--- src/rtl/sw_pkg.sv ---
// Shared register map and sizing helpers for the APB switch debouncer.
package sw_pkg;

    localparam int ADDR_W = 4;
    localparam int MAX_SW = 16;

    typedef enum logic [1:0] {
        REG_DATA   = 2'd0,
        REG_EDGE   = 2'd1,
        REG_IRQ_EN = 2'd2,
        REG_RAW    = 2'd3
    } reg_sel_e;

    localparam logic [ADDR_W-1:0] ADDR_DATA   = 4'h0;
    localparam logic [ADDR_W-1:0] ADDR_EDGE   = 4'h4;
    localparam logic [ADDR_W-1:0] ADDR_IRQ_EN = 4'h8;
    localparam logic [ADDR_W-1:0] ADDR_RAW    = 4'hC;

    function automatic int cnt_width(input int db_cycles);
        return (db_cycles <= 2) ? 1 : $clog2(db_cycles);
    endfunction

    // Every word slot in the 4-bit window is populated today; kept as a
    // single decode point so a sparser map only touches this function.
    function automatic logic reg_mapped(input logic [ADDR_W-1:0] addr);
        case (reg_sel_e'(addr[3:2]))
            REG_DATA, REG_EDGE, REG_IRQ_EN, REG_RAW: return 1'b1;
            default:                                 return 1'b0;
        endcase
    endfunction

endpackage

--- src/rtl/sw_debounce_bit.sv ---
// One switch bit: two-flop synchroniser followed by a stable-count debouncer.
module sw_debounce_bit
    import sw_pkg::*;
#(
    parameter int DB_CYCLES = 4
) (
    input  logic clk,
    input  logic rst,
    input  logic sw,
    output logic sync,
    output logic stable,
    output logic toggle
);

    localparam int CNT_W = cnt_width(DB_CYCLES);
    localparam logic [CNT_W-1:0] CNT_LAST = CNT_W'(DB_CYCLES - 1);

    logic             meta;
    logic [CNT_W-1:0] cnt;

    // Flip happens on the cycle that would otherwise count past the limit.
    assign toggle = (sync != stable) && (cnt == CNT_LAST);

    always_ff @(posedge clk) begin
        if (rst) begin
            meta   <= 1'b0;
            sync   <= 1'b0;
            stable <= 1'b0;
            cnt    <= '0;
        end else begin
            meta <= sw;
            sync <= meta;
            if (sync == stable) begin
                cnt <= '0;
            end else if (toggle) begin
                stable <= ~stable;
                cnt    <= '0;
            end else begin
                cnt <= cnt + 1'b1;
            end
        end
    end

endmodule

--- src/rtl/apb_sw_debounce.sv ---
// APB slave exposing debounced switch state, sticky change flags and a level IRQ.
module apb_sw_debounce
    import sw_pkg::*;
#(
    parameter int N_SW      = 4,
    parameter int DB_CYCLES = 4,
    parameter int DATA_W    = 16
) (
    input  logic              PCLK,
    input  logic              PRESET,
    input  logic              PSEL,
    input  logic              PENABLE,
    input  logic              PWRITE,
    input  logic [ADDR_W-1:0] PADDR,
    input  logic [DATA_W-1:0] PWDATA,
    output logic [DATA_W-1:0] PRDATA,
    output logic              PREADY,
    output logic              PSLVERR,
    input  logic [N_SW-1:0]   SW,
    output logic              IRQ
);

    logic [N_SW-1:0] sync, stable, toggle;
    logic [N_SW-1:0] edge_q, irq_en_q, edge_clr;
    logic            access, wr;
    reg_sel_e        sel;
    logic            unused;

    for (genvar i = 0; i < N_SW; i++) begin : g_bit
        sw_debounce_bit #(.DB_CYCLES(DB_CYCLES)) u_bit (
            .clk   (PCLK),
            .rst   (PRESET),
            .sw    (SW[i]),
            .sync  (sync[i]),
            .stable(stable[i]),
            .toggle(toggle[i])
        );
    end

    assign sel     = reg_sel_e'(PADDR[3:2]);
    assign access  = PSEL && PENABLE;
    assign PSLVERR = access && !reg_mapped(PADDR);
    assign wr      = access && PWRITE && !PSLVERR;
    assign PREADY  = 1'b1;
    assign unused  = ^{PWDATA, PADDR[1:0]};

    assign edge_clr = (wr && sel == REG_EDGE) ? PWDATA[N_SW-1:0] : '0;

    always_comb begin
        PRDATA = '0;
        if (PSEL && !PWRITE) begin
            case (sel)
                REG_DATA:   PRDATA = DATA_W'(stable);
                REG_EDGE:   PRDATA = DATA_W'(edge_q);
                REG_IRQ_EN: PRDATA = DATA_W'(irq_en_q);
                REG_RAW:    PRDATA = DATA_W'(sync);
                default:    PRDATA = '0;
            endcase
        end
    end

    // A toggle landing in the same cycle as its W1C keeps the flag set.
    always_ff @(posedge PCLK) begin
        if (PRESET) begin
            edge_q   <= '0;
            irq_en_q <= '0;
            IRQ      <= 1'b0;
        end else begin
            edge_q <= (edge_q & ~edge_clr) | toggle;
            if (wr && sel == REG_IRQ_EN)
                irq_en_q <= PWDATA[N_SW-1:0];
            IRQ <= |(edge_q & irq_en_q);
        end
    end

endmodule

--- config.mk ---
export PLATFORM = sky130hd
export DESIGN_NAME = apb_sw_debounce
export DESIGN_NICKNAME = d
export VERILOG_FILES = /design/src/rtl/sw_pkg.sv /design/src/rtl/sw_debounce_bit.sv /design/src/rtl/apb_sw_debounce.sv
export SDC_FILE = /design/constraint.sdc
export NUM_CORES = 1
export LEC_CHECK = 0
export CAP_MARGIN = 20
export CORE_MARGIN = 8
export CORE_UTILIZATION = 44
export CTS_CLUSTER_SIZE = 8
export DETAILED_ROUTE_END_ITERATION = 12
export GPL_TIMING_DRIVEN = 0
export MAX_ROUTING_LAYER = met4
export PLACE_DENSITY = 0.79
export RECOVER_POWER = 25
export REMOVE_ABC_BUFFERS = 1
export SLEW_MARGIN = 20
export SYNTH_ARGS = -nofsm -noshare
export SYNTH_HDL_FRONTEND = slang
export SYNTH_SLANG_ARGS = --single-unit
--- constraint.sdc ---
create_clock -name PCLK -period 1.9 [get_ports PCLK]
set_clock_uncertainty 0.05 [all_clocks]
set_input_delay 0.475 -clock PCLK [delete_from_list [all_inputs] [get_ports PCLK]]
set_output_delay 0.475 -clock PCLK [all_outputs]
set_load 0.01 [all_outputs]
## Yosys cells after proc, flatten, opt, wreduce, memory -nomap -nowiden

Index checks and enable logic that the tools add are counted.

- $add $sub $neg: 4
- Eq/ne operators: 15
- Muxes and demuxes: 4
- Bitwise logic cells: 12
- Reductions and logical operators: 25

Operator list:

| cell | number |
|---|---|
| one-hot mux 16 bit (4 select lines) | 1 |
| two-way mux 16 bit | 1 |
| equality test 2 bit (second input constant) | 6 |
| OR reduction 3 bit | 4 |
| logical AND 1 bit | 11 |
| adder 2 x 1 -> 2 bit (second input constant) | 4 |
| AND 4 bit | 2 |
| NOT 1 bit | 8 |
| AND reduction 2 bit | 4 |
| OR reduction 4 bit | 2 |
| equality test 1 bit | 4 |
| two-way mux 4 bit | 1 |
| != test 1 bit | 4 |
| NOT 4 bit | 1 |
| OR 4 bit | 1 |
| zero test 1 bit | 3 |
| equality test 2 x 1 -> 1 bit (second input constant) | 1 |
| zero test 2 bit | 1 |
| two-way mux 1 bit | 1 |

- Bits in registers: 29
- Bits of input ports: 29
- Word-level logic and storage cells: 79

## Logic depth before layout (Yosys ltp)

Gate-level depths: netlist (run 1).

- Depth in word-level cells: 12
- Gate-level depth with buffers: 4

## Hierarchy

A second synthesis (run 1) with hierarchy kept.

- Cell total of the unflattened synthesis: 126
- Area total of the unflattened synthesis: 1340.0 um^2

By module, submodules not included:

| module | instances | cells an instance | area an instance (um^2) | sequential area each (um^2) |
|---|---|---|---|---|
| sw_debounce_bit | 4 | 15 | 173.9 | 100.1 |
| apb_sw_debounce | 1 | 66 | 644.4 | 180.2 |

## Worst setup path after synthesis (run 1)

Ideal clock, no wire load.

- Path type: input-to-output
- Start point: input port PADDR[2]
- End point: output port PRDATA[2]
- Data arrival time: 1.142 ns
- Required time: 1.375 ns
- Path slack: 0.233 ns
- Stages on the path: 2
- Buffers on the path: 0
- Path through: mux4_1 -> nor2b_1

- Word-level cells in the longest chain between the ends: 3
- Elaborated cells between the ends (all ways): 6

Ends and longest elaborated chain:

| item | RTL line | text |
|---|---|---|
| start, declared | apb_sw_debounce.sv:14 | `input logic [ADDR_W-1:0] PADDR,` |
| equality test 2 bit, or another cell as far along | apb_sw_debounce.sv:52 | `case (sel)` |
| one-hot mux 16 bit (4 select lines) * | apb_sw_debounce.sv:52 |  |
| two-way mux 16 bit * | apb_sw_debounce.sv:51 | `if (PSEL && !PWRITE) begin` |
| end, declared | apb_sw_debounce.sv:16 | `output logic [DATA_W-1:0] PRDATA,` |

Every way passes the cells marked *; elsewhere a longest branch is shown, timed or not. The select of a mux whose other input is x is not followed.

## Worst setup path in the final report (run 1)

- Start point: register irq_en_q[0]
- End point: output port PRDATA[0]

- Word-level cells in the longest chain between the ends: 2

Ends and longest elaborated chain:

| item | RTL line | text |
|---|---|---|
| start, declared | apb_sw_debounce.sv:24 | `logic [N_SW-1:0] edge_q, irq_en_q, edge_clr;` |
| start signal, assigned | apb_sw_debounce.sv:71 | `irq_en_q <= PWDATA[N_SW-1:0];` |
| one-hot mux 16 bit (4 select lines) | apb_sw_debounce.sv:52 |  |
| two-way mux 16 bit | apb_sw_debounce.sv:51 |  |

Every way passes these cells. The select of a mux whose other input is x is not followed.

==> results of run 1 <==
per-layer routing:
| metal | vias to the layer above | part of all wire [%] | GRT usage, % |
|---|---|---|---|
| li1 | 458 | - | - |
| met1 | 456 | 39 | 11.6 |
| met2 | 41 | 53 | 19.3 |
| met3 | 2 | 8.3 | 5.65 |
| met4 | 0 | 0.33 | 4.39 |
| met5 | - | 0 | - |
synthesized netlist by cell type, drive strengths merged:
library cell / n / area share, %
dfxtp: 29 / 44
buf: 17 / 9.6
nor2b: 12 / 6.2
nand2b: 9 / 4.3
mux2i: 8 / 6.1
nor2: 8 / 2.3
a22o: 4 / 2.6
a31oi: 4 / 1.9
ha: 4 / 3.8
mux4: 4 / 7.7
nor4: 4 / 1.9
nor4b: 4 / 2.6
xnor2: 4 / 2.6
a22oi: 2 / 1.1
clkbuf: 2 / 0.57
conb: 2 / 0.57
a21oi: 1 / 0.38
and2b: 1 / 0.66
and3: 1 / 0.47
and3b: 1 / 0.76
cell families after synthesis:
| family | Yosys count | synth area share, % |
|---|---|---|
| AND/OR/NAND/NOR | 40 | 19.2 |
| flip-flops | 29 | 43.9 |
| buffers and inverters | 19 | 10.1 |
| multiplexers | 12 | 13.7 |
| AO/OA/AOI/OAI | 11 | 6.05 |
| adder cells (fa/ha/maj) | 4 | 3.78 |
| XOR/XNOR | 4 | 2.65 |
| other | 2 | 0.568 |
path summary, 6_finish.rpt:
kind         slack [ns]                          endpoint                              from
max              -0.008                         PRDATA[0]          irq_en_q[0]$_SDFFE_PP0P_
min                0.38  g_bit[2].u_bit.cnt[0]$_SDFF_PP0_  g_bit[2].u_bit.cnt[0]$_SDFF_PP0_
max reg2reg        0.58              edge_q[3]$_SDFF_PP0_    g_bit[3].u_bit.sync$_SDFF_PP0_
min reg2reg        0.38  g_bit[2].u_bit.cnt[0]$_SDFF_PP0_  g_bit[2].u_bit.cnt[0]$_SDFF_PP0_
worst register-to-register path: stages (launching register included):
cell     delay (ns)
dfxtp_2        0.33
buf_4          0.12
buf_4          0.13
xnor2_1        0.25
nor2_1         0.07
a22o_1         0.27
cell type report:
| type | instances | area (µm²) | area share, % |
|---|---|---|---|
| Clock buffer | 7 | 55.1 | 3.37 |
| Multi-Input combinational cell | 85 | 657 | 40.2 |
| Sequential cell | 29 | 599 | 36.7 |
| Tap cell | 33 | 41.3 | 2.53 |
| Timing Repair Buffer | 33 | 280 | 17.2 |
repair_timing:
| action | 4_1_cts | 5_1_grt |
|---|---|---|
| gates resized for setup | 52 | 1 |
| setup buffers | 11 | 3 |
| endpoints found under the setup margin | 5 | 4 |
| pin swaps | 0 | 0 |
| hold buffers | 0 | 0 |
report_power, final:
group	internal [mW]	switching, mW	total, mW
combinational	0.0556	0.0541	0.110
sequential	0.619	0.00463	0.624
clock	0.174	0.201	0.375
through the flow:
| step | instances | cell area [µm²] | hold slack, ns | power (mW) |
|---|---|---|---|---|
| 5_1_grt | 187 | 1630 | 0.408 | 1.16 |
| 2_1_floorplan | 114 | 1230 | 0.354 | 0.683 |
| 3_3_place_gp | 166 | 1470 | 0.364 | 0.732 |
| 6_report | 187 | 1630 | 0.384 | 1.11 |
| 3_5_place_dp | 166 | 1470 | 0.370 | 0.735 |
| 4_1_cts | 184 | 1610 | 0.389 | 1.11 |
sequential cells by signal (all words and copies together), names as in the netlist:
| register | count |
|---|---|
| IRQ | 1 |
| g_bit.u_bit.sync | 4 |
| g_bit.u_bit.cnt | 8 |
| g_bit.u_bit.meta | 4 |
| irq_en_q | 4 |
| edge_q | 4 |
| g_bit.u_bit.stable | 4 |
==> summary.md, run 1 <==
| Metric | Value |
|---|---|
| PwrDens | `679 nW/µm²` |
| R2r worst-path depth | `5` |
| Gpl congestion | `0.805` |
| Final core utilization | `55.3%` |
| Tcrit/Tclk final | `100%` |
| Mapped Cells | `121` |
| Hpwl dp | `1800 µm` |
| Boundary Pins | `48` |
| H-tree depth | `2` |
| Grt ovf | `0` |
| Fillcell total | `270` |
| Reg clk slew, reported paths | `0.09 ns` |
| Slowest cell on crit path | `mux4_2` |
| Cell count along the critical path | `3` |
| Total GRT Usage | `11.6%` |
| Syn Std Cell Area | `1320 µm²` |
| Setup TNS | `-0.00872 ns` |
| Total Routed Length | `2730 µm` |
| Crit Path Max Fanout | `3` |
| Yosys warns | `0` |
| Die width | `70.8 µm` |
| Slew @ Worst Pin | `1.40 ns` |
| Max Cap Viol | `0` |
| Period minus WS final | `1.91 ns` |
| Port Buffer Count | `19` |
| Worst Hold Class | `reg -> reg` |
| CTS tree | `yes` |
| RSZ-0062 raised after global routing | `yes` |
| WL/cell | `14.6 µm` |
| Num CTS Buffers | `5` |
| Status | `finished, violations left` |
| First-pass GRT wire length | `4450 µm` |
| Area Overhead vs Synth | `23.5%` |
| Critical path type | `reg -> out` |
| Via count | `957` |
| Final Hold Vio Count | `0` |
| Hold path depth | `1` |
| Vias in the first global route | `975` |
| Worst vdd rail ir drop | `0.538 mV` |
| Die ar. | `5020 µm²` |
| CTS Buffer Depth | `2` |
| Crit. End Element | `primary output` |
| Clk_lat worst skew | `0.33 ns` |
| Crit-path cells | `mux4_2, nor2b_4, buf_6` |
| CP Data Required Time | `1.37 ns` |
| Drt drc | `0` |
| Cell family with most CP delay | `multiplexers` |
| Flops & latches, synth | `29` |
| Share of cells above drive strength 1 | `32.5%` |
| Final ANT Viol Nets | `0` |
| Setup violations, final | `2` |
| Slew headroom | `6.62%` |
| Vias per inst | `5.12` |
| PnR worst setup slack | `-0.00850 ns` |
| Crit path buf inv count | `1` |
| Avg Inst Size Synth | `10.9 µm²` |
| Final slew viol count | `0` |
| Largest net degree at the start of global routing | `38` |
| Fin nets | `187` |
| Ant diodes | `0` |
| CP max stage delay | `0.46 ns` |
| Sequential fraction of the synthesis area | `43.9%` |
| Site row count | `20` |
| Initial antenna violation count | `0` |
| DRT Pass-1 Iters | `4` |
| P_leak | `0.670 nW` |
| CTS root buf | `clkbuf_4` |
| F_max | `524 MHz` |
| Core box area | `2950 µm²` |
| Die Height | `70.8 µm` |
| Worst setup SP type | `register` |
| Worst Path Arrival | `1.38 ns` |
| Starting Density | `44.8%` |
| Setup WS pre-CTS | `-0.981 ns` |
| Initial DRC count | `31` |
| Netlist cell types | `24` |
| Most frequent cells in the layout | `dfxtp_2, buf_4, dfxtp_1, conb_1, clkdlybuf4s50_1` |
| CTS sink count | `29` |
| Failing checks | `setup timing` |
(Power assumes the default switching activity.)
==> inputs of run 2 (changes only) <==
Settings changed: CORE_MARGIN 8 to default.
==> run 2 against run 1 <==
Effect of this change: the flow finishes with violations (DRC, setup timing); count of clock-buffer cells in the layout stayed put; total power barely moved; routed wire length down 12%; critical path depth unchanged; final cell count shrank 1.6%; register-to-register slack better by 0.11 ns; critical path type unchanged; largest power group unchanged; highest routed layer unchanged.
==> summary.md, run 2 (synthesis results as in run 1) <==
| Metric | Value |
|---|---|
| Status | `finished, violations left` |
| Failing checks | `DRC, setup timing` |
| Port Buffer Count | `19 (unchanged)` |
| Final slew viol count | `0 (unchanged)` |
| Met2 wire len | `1170 µm (-19%)` |
| Post-CTS Hold Fix Bufs | `0 (unchanged)` |
| Internal power | `846 µW (-0.36%)` |
| Clk_lat worst skew | `0.33 ns (about the same)` |
| Hpwl dp | `1480 µm (-18%)` |
| CTS root buf | `clkbuf_4` |
| Starting Density | `47.1% (+2.4 points)` |
| RSZ-0062 raised after global routing | `yes` |
| Core box area | `2810 µm² (-5.0%)` |
| Multi-input logic area | `657 µm² (unchanged)` |
| Total GRT Usage | `17.9% (+6.2 points)` |
| Final Hold Vio Count | `0 (unchanged)` |
| Crit. End Element | `primary output` |
| Fin nets | `186 (-0.53%)` |
| Commonest non-fill, non-tap cell in the layout | `dfxtp_2` |
| Hold path depth | `1 (unchanged)` |
| Worst Hold Class | `reg -> reg` |
| PnR worst setup slack | `-0.00536 ns (+0.00313 ns)` |
| CP Data Required Time | `1.37 ns (about the same)` |
| Largest Register | `g_bit.u_bit.cnt` |
| Crit Reg-Reg Endpoint | `edge_q[2]$_SDFF_PP0_` |
| Tcrit/Tclk final | `100% (-0.16 points)` |
| CTS tree | `yes` |
| Die Height | `56.8 µm (-20%)` |
| H-tree depth | `2 (unchanged)` |
| Area Overhead vs Synth | `22.7%` |
| Boundary Pins | `48 (unchanged)` |
| Die width | `56.8 µm (-20%)` |
| Gpl congestion | `0.745 (-7.5%)` |
| Total power | `1.11 mW (about the same)` |
| Setup TNS | `-0.00536 ns (+0.00336 ns)` |
| Crit Path Max Fanout | `3 (unchanged)` |
| Reg-to-reg setup timing slack | `0.69 ns (+0.11 ns)` |
| DRT Pass-1 Iters | `8 (+4)` |
| Setup violations, final | `1 (-1)` |
| Startpoint of the worst register-to-register path | `g_bit[2].u_bit.stable$_SDFFE_PP0P_` |
| Highest metal layer with signal wires | `met4` |
| Sw frac | `23.7% (+0.29 points)` |
| CTS Buffer Depth | `2 (unchanged)` |
| Worst setup SP type | `register` |
| Clock share of power | `34.3% (+0.5 points)` |
| Largest net degree at the start of global routing | `38 (unchanged)` |
| Grt ovf | `0 (unchanged)` |
| Fillcell total | `245 (-9.3%)` |
| Share of cells above drive strength 1 | `32.7% (+0.21 points)` |
| Site row count | `19 (-5.0%)` |
| PwrDens | `684 nW/µm² (+0.64%)` |
| Met1 WL | `1040 µm (-1.0%)` |
| F_max | `525 MHz (+0.16%)` |
| Drt drc | `10 (+10)` |
| Seq pwr share | `56.2% (about the same)` |
| Initial DRC count | `28 (-9.7%)` |
| Storage element area | `599 µm² (unchanged)` |
| Period minus WS final | `1.91 ns (-0.00313 ns)` |
| Via count | `940 (-1.8%)` |
| Slew @ Worst Pin | `0.578 ns (-0.823 ns)` |
| WHS | `0.386 ns (+0.00147 ns)` |
| Met3 wire length | `147 µm (-35%)` |
| Hold worst-path end | `g_bit[0].u_bit.cnt[0]$_SDFF_PP0_` |
| WL/cell | `13.1 µm (-10%)` |
| Ant diodes | `0 (unchanged)` |
| Combinational fraction of design power | `9.5% (-0.4 points)` |
| Slew headroom | `61.5% (+55 points)` |
| Most frequent cells in the layout | `dfxtp_2, dfxtp_1, conb_1, buf_4, clkdlybuf4s50_1` |
| Hold path startpoint | `g_bit[0].u_bit.cnt[0]$_SDFF_PP0_` |
| Max reg flops | `8 (unchanged)` |
| First-pass GRT wire length | `4000 µm (-10%)` |
| Total Routed Length | `2410 µm (-12%)` |
| Final ANT Viol Nets | `0 (unchanged)` |
| Worst Path Arrival | `1.38 ns (about the same)` |
| Max Cap Viol | `0 (unchanged)` |
| Worst vdd rail ir drop | `0.401 mV (-26%)` |
| Net switching power | `263 µW (+1.3%)` |
| R2r worst-path depth | `4 (-1)` |
| Critical path type | `reg -> out` |
| Vias per inst | `5.11 (-0.17%)` |
| CTS sink count | `29 (unchanged)` |
| Num CTS Buffers | `5 (unchanged)` |
| P_leak | `0.669 nW (-0.15%)` |
| Reg clk slew, reported paths | `0.08 ns (about the same)` |
| Vias in the first global route | `924 (-5.2%)` |
| Initial antenna violation count | `0 (unchanged)` |
| Die ar. | `3230 µm² (-36%)` |
==> run 2: changes by cell type in the layout (fill, tap and decap cells not counted), sizes merged <==
cell | before | now
clkbuf | 8 | 7
clkdlybuf4s50 | 12 | 11
dlygate4sd2 | 0 | 1
==> run 2: how the worst max path moves through the flow <==
| stage | slack [ns] | end | from | depth (start not counted) |
|---|---|---|---|---|
| final | -0.005 | PRDATA[0] | edge_q[0]$_SDFF_PP0_ | 3 |
| after global routing | -0.05 | PRDATA[0] | irq_en_q[0]$_SDFFE_PP0P_ | 3 |
| after CTS | -0.01 | PRDATA[0] | irq_en_q[0]$_SDFFE_PP0P_ | 3 |
| after detailed placement | -0.97 | PRDATA[0] | PADDR[2] | 4 |
| after global placement | -0.94 | PRDATA[0] | PADDR[2] | 4 |
| after floorplan | 0.23 | PRDATA[2] | PADDR[2] | 2 |
==> run 2: repair_timing <==
| item | CTS | global route |
|---|---|---|
| buffers inserted | 13 | 0 |
| gates resized for setup | 54 | 0 |
| setup endpoints to repair | 8 | 4 |
==> run 2: critical path, cell delays in order, from the launching register on <==
cell and delay, ns:
dfxtp_1 0.34, mux4_2 0.46, nor2b_4 0.14, buf_6 0.11
==> run 2: cell type report <==
class / count / share of cell area [%]
timing repair buffer: 32 / 16.8
sequential: 29 / 36.9
tap: 31 / 2.39
clock buffer: 7 / 3.39
multi-input combinational: 85 / 40.5
==> run 2: power groups by stage <==
stage,logic [mW],clock network (mW),registers (mW)
global route,0.116,0.413,0.625
detailed placement,0.0958,0,0.639
CTS,0.105,0.388,0.624
finish,0.105,0.380,0.624
floorplan,0.0452,0,0.638
global placement,0.0934,0,0.639
==> run 2: per-layer routing <==
layer | vias up | track usage, %
li1 | 459 | -
met1 | 443 | 17.8
met2 | 32 | 29.9
met3 | 6 | 5.07
met4 | 0 | 12.5
met5 | - | -
==> run 2: metrics by stage <==
stage	utilization, %	setup WS, ns	std cells	area (µm²)
after CTS	58.0	-0.0128	184	1630
after global placement	52.1	-0.940	164	1460
final	57.9	-0.00536	184	1620
after detailed placement	52.1	-0.974	164	1460
after floorplan	-	0.233	114	1230
after global routing	57.9	-0.0478	184	1620
==> inputs of run 3 (changes only) <==
Settings changed: CAP_MARGIN 20 to default.
==> results of run 3 <==
Same layout as run 2: the final DEF is identical, and so are final timing and power.
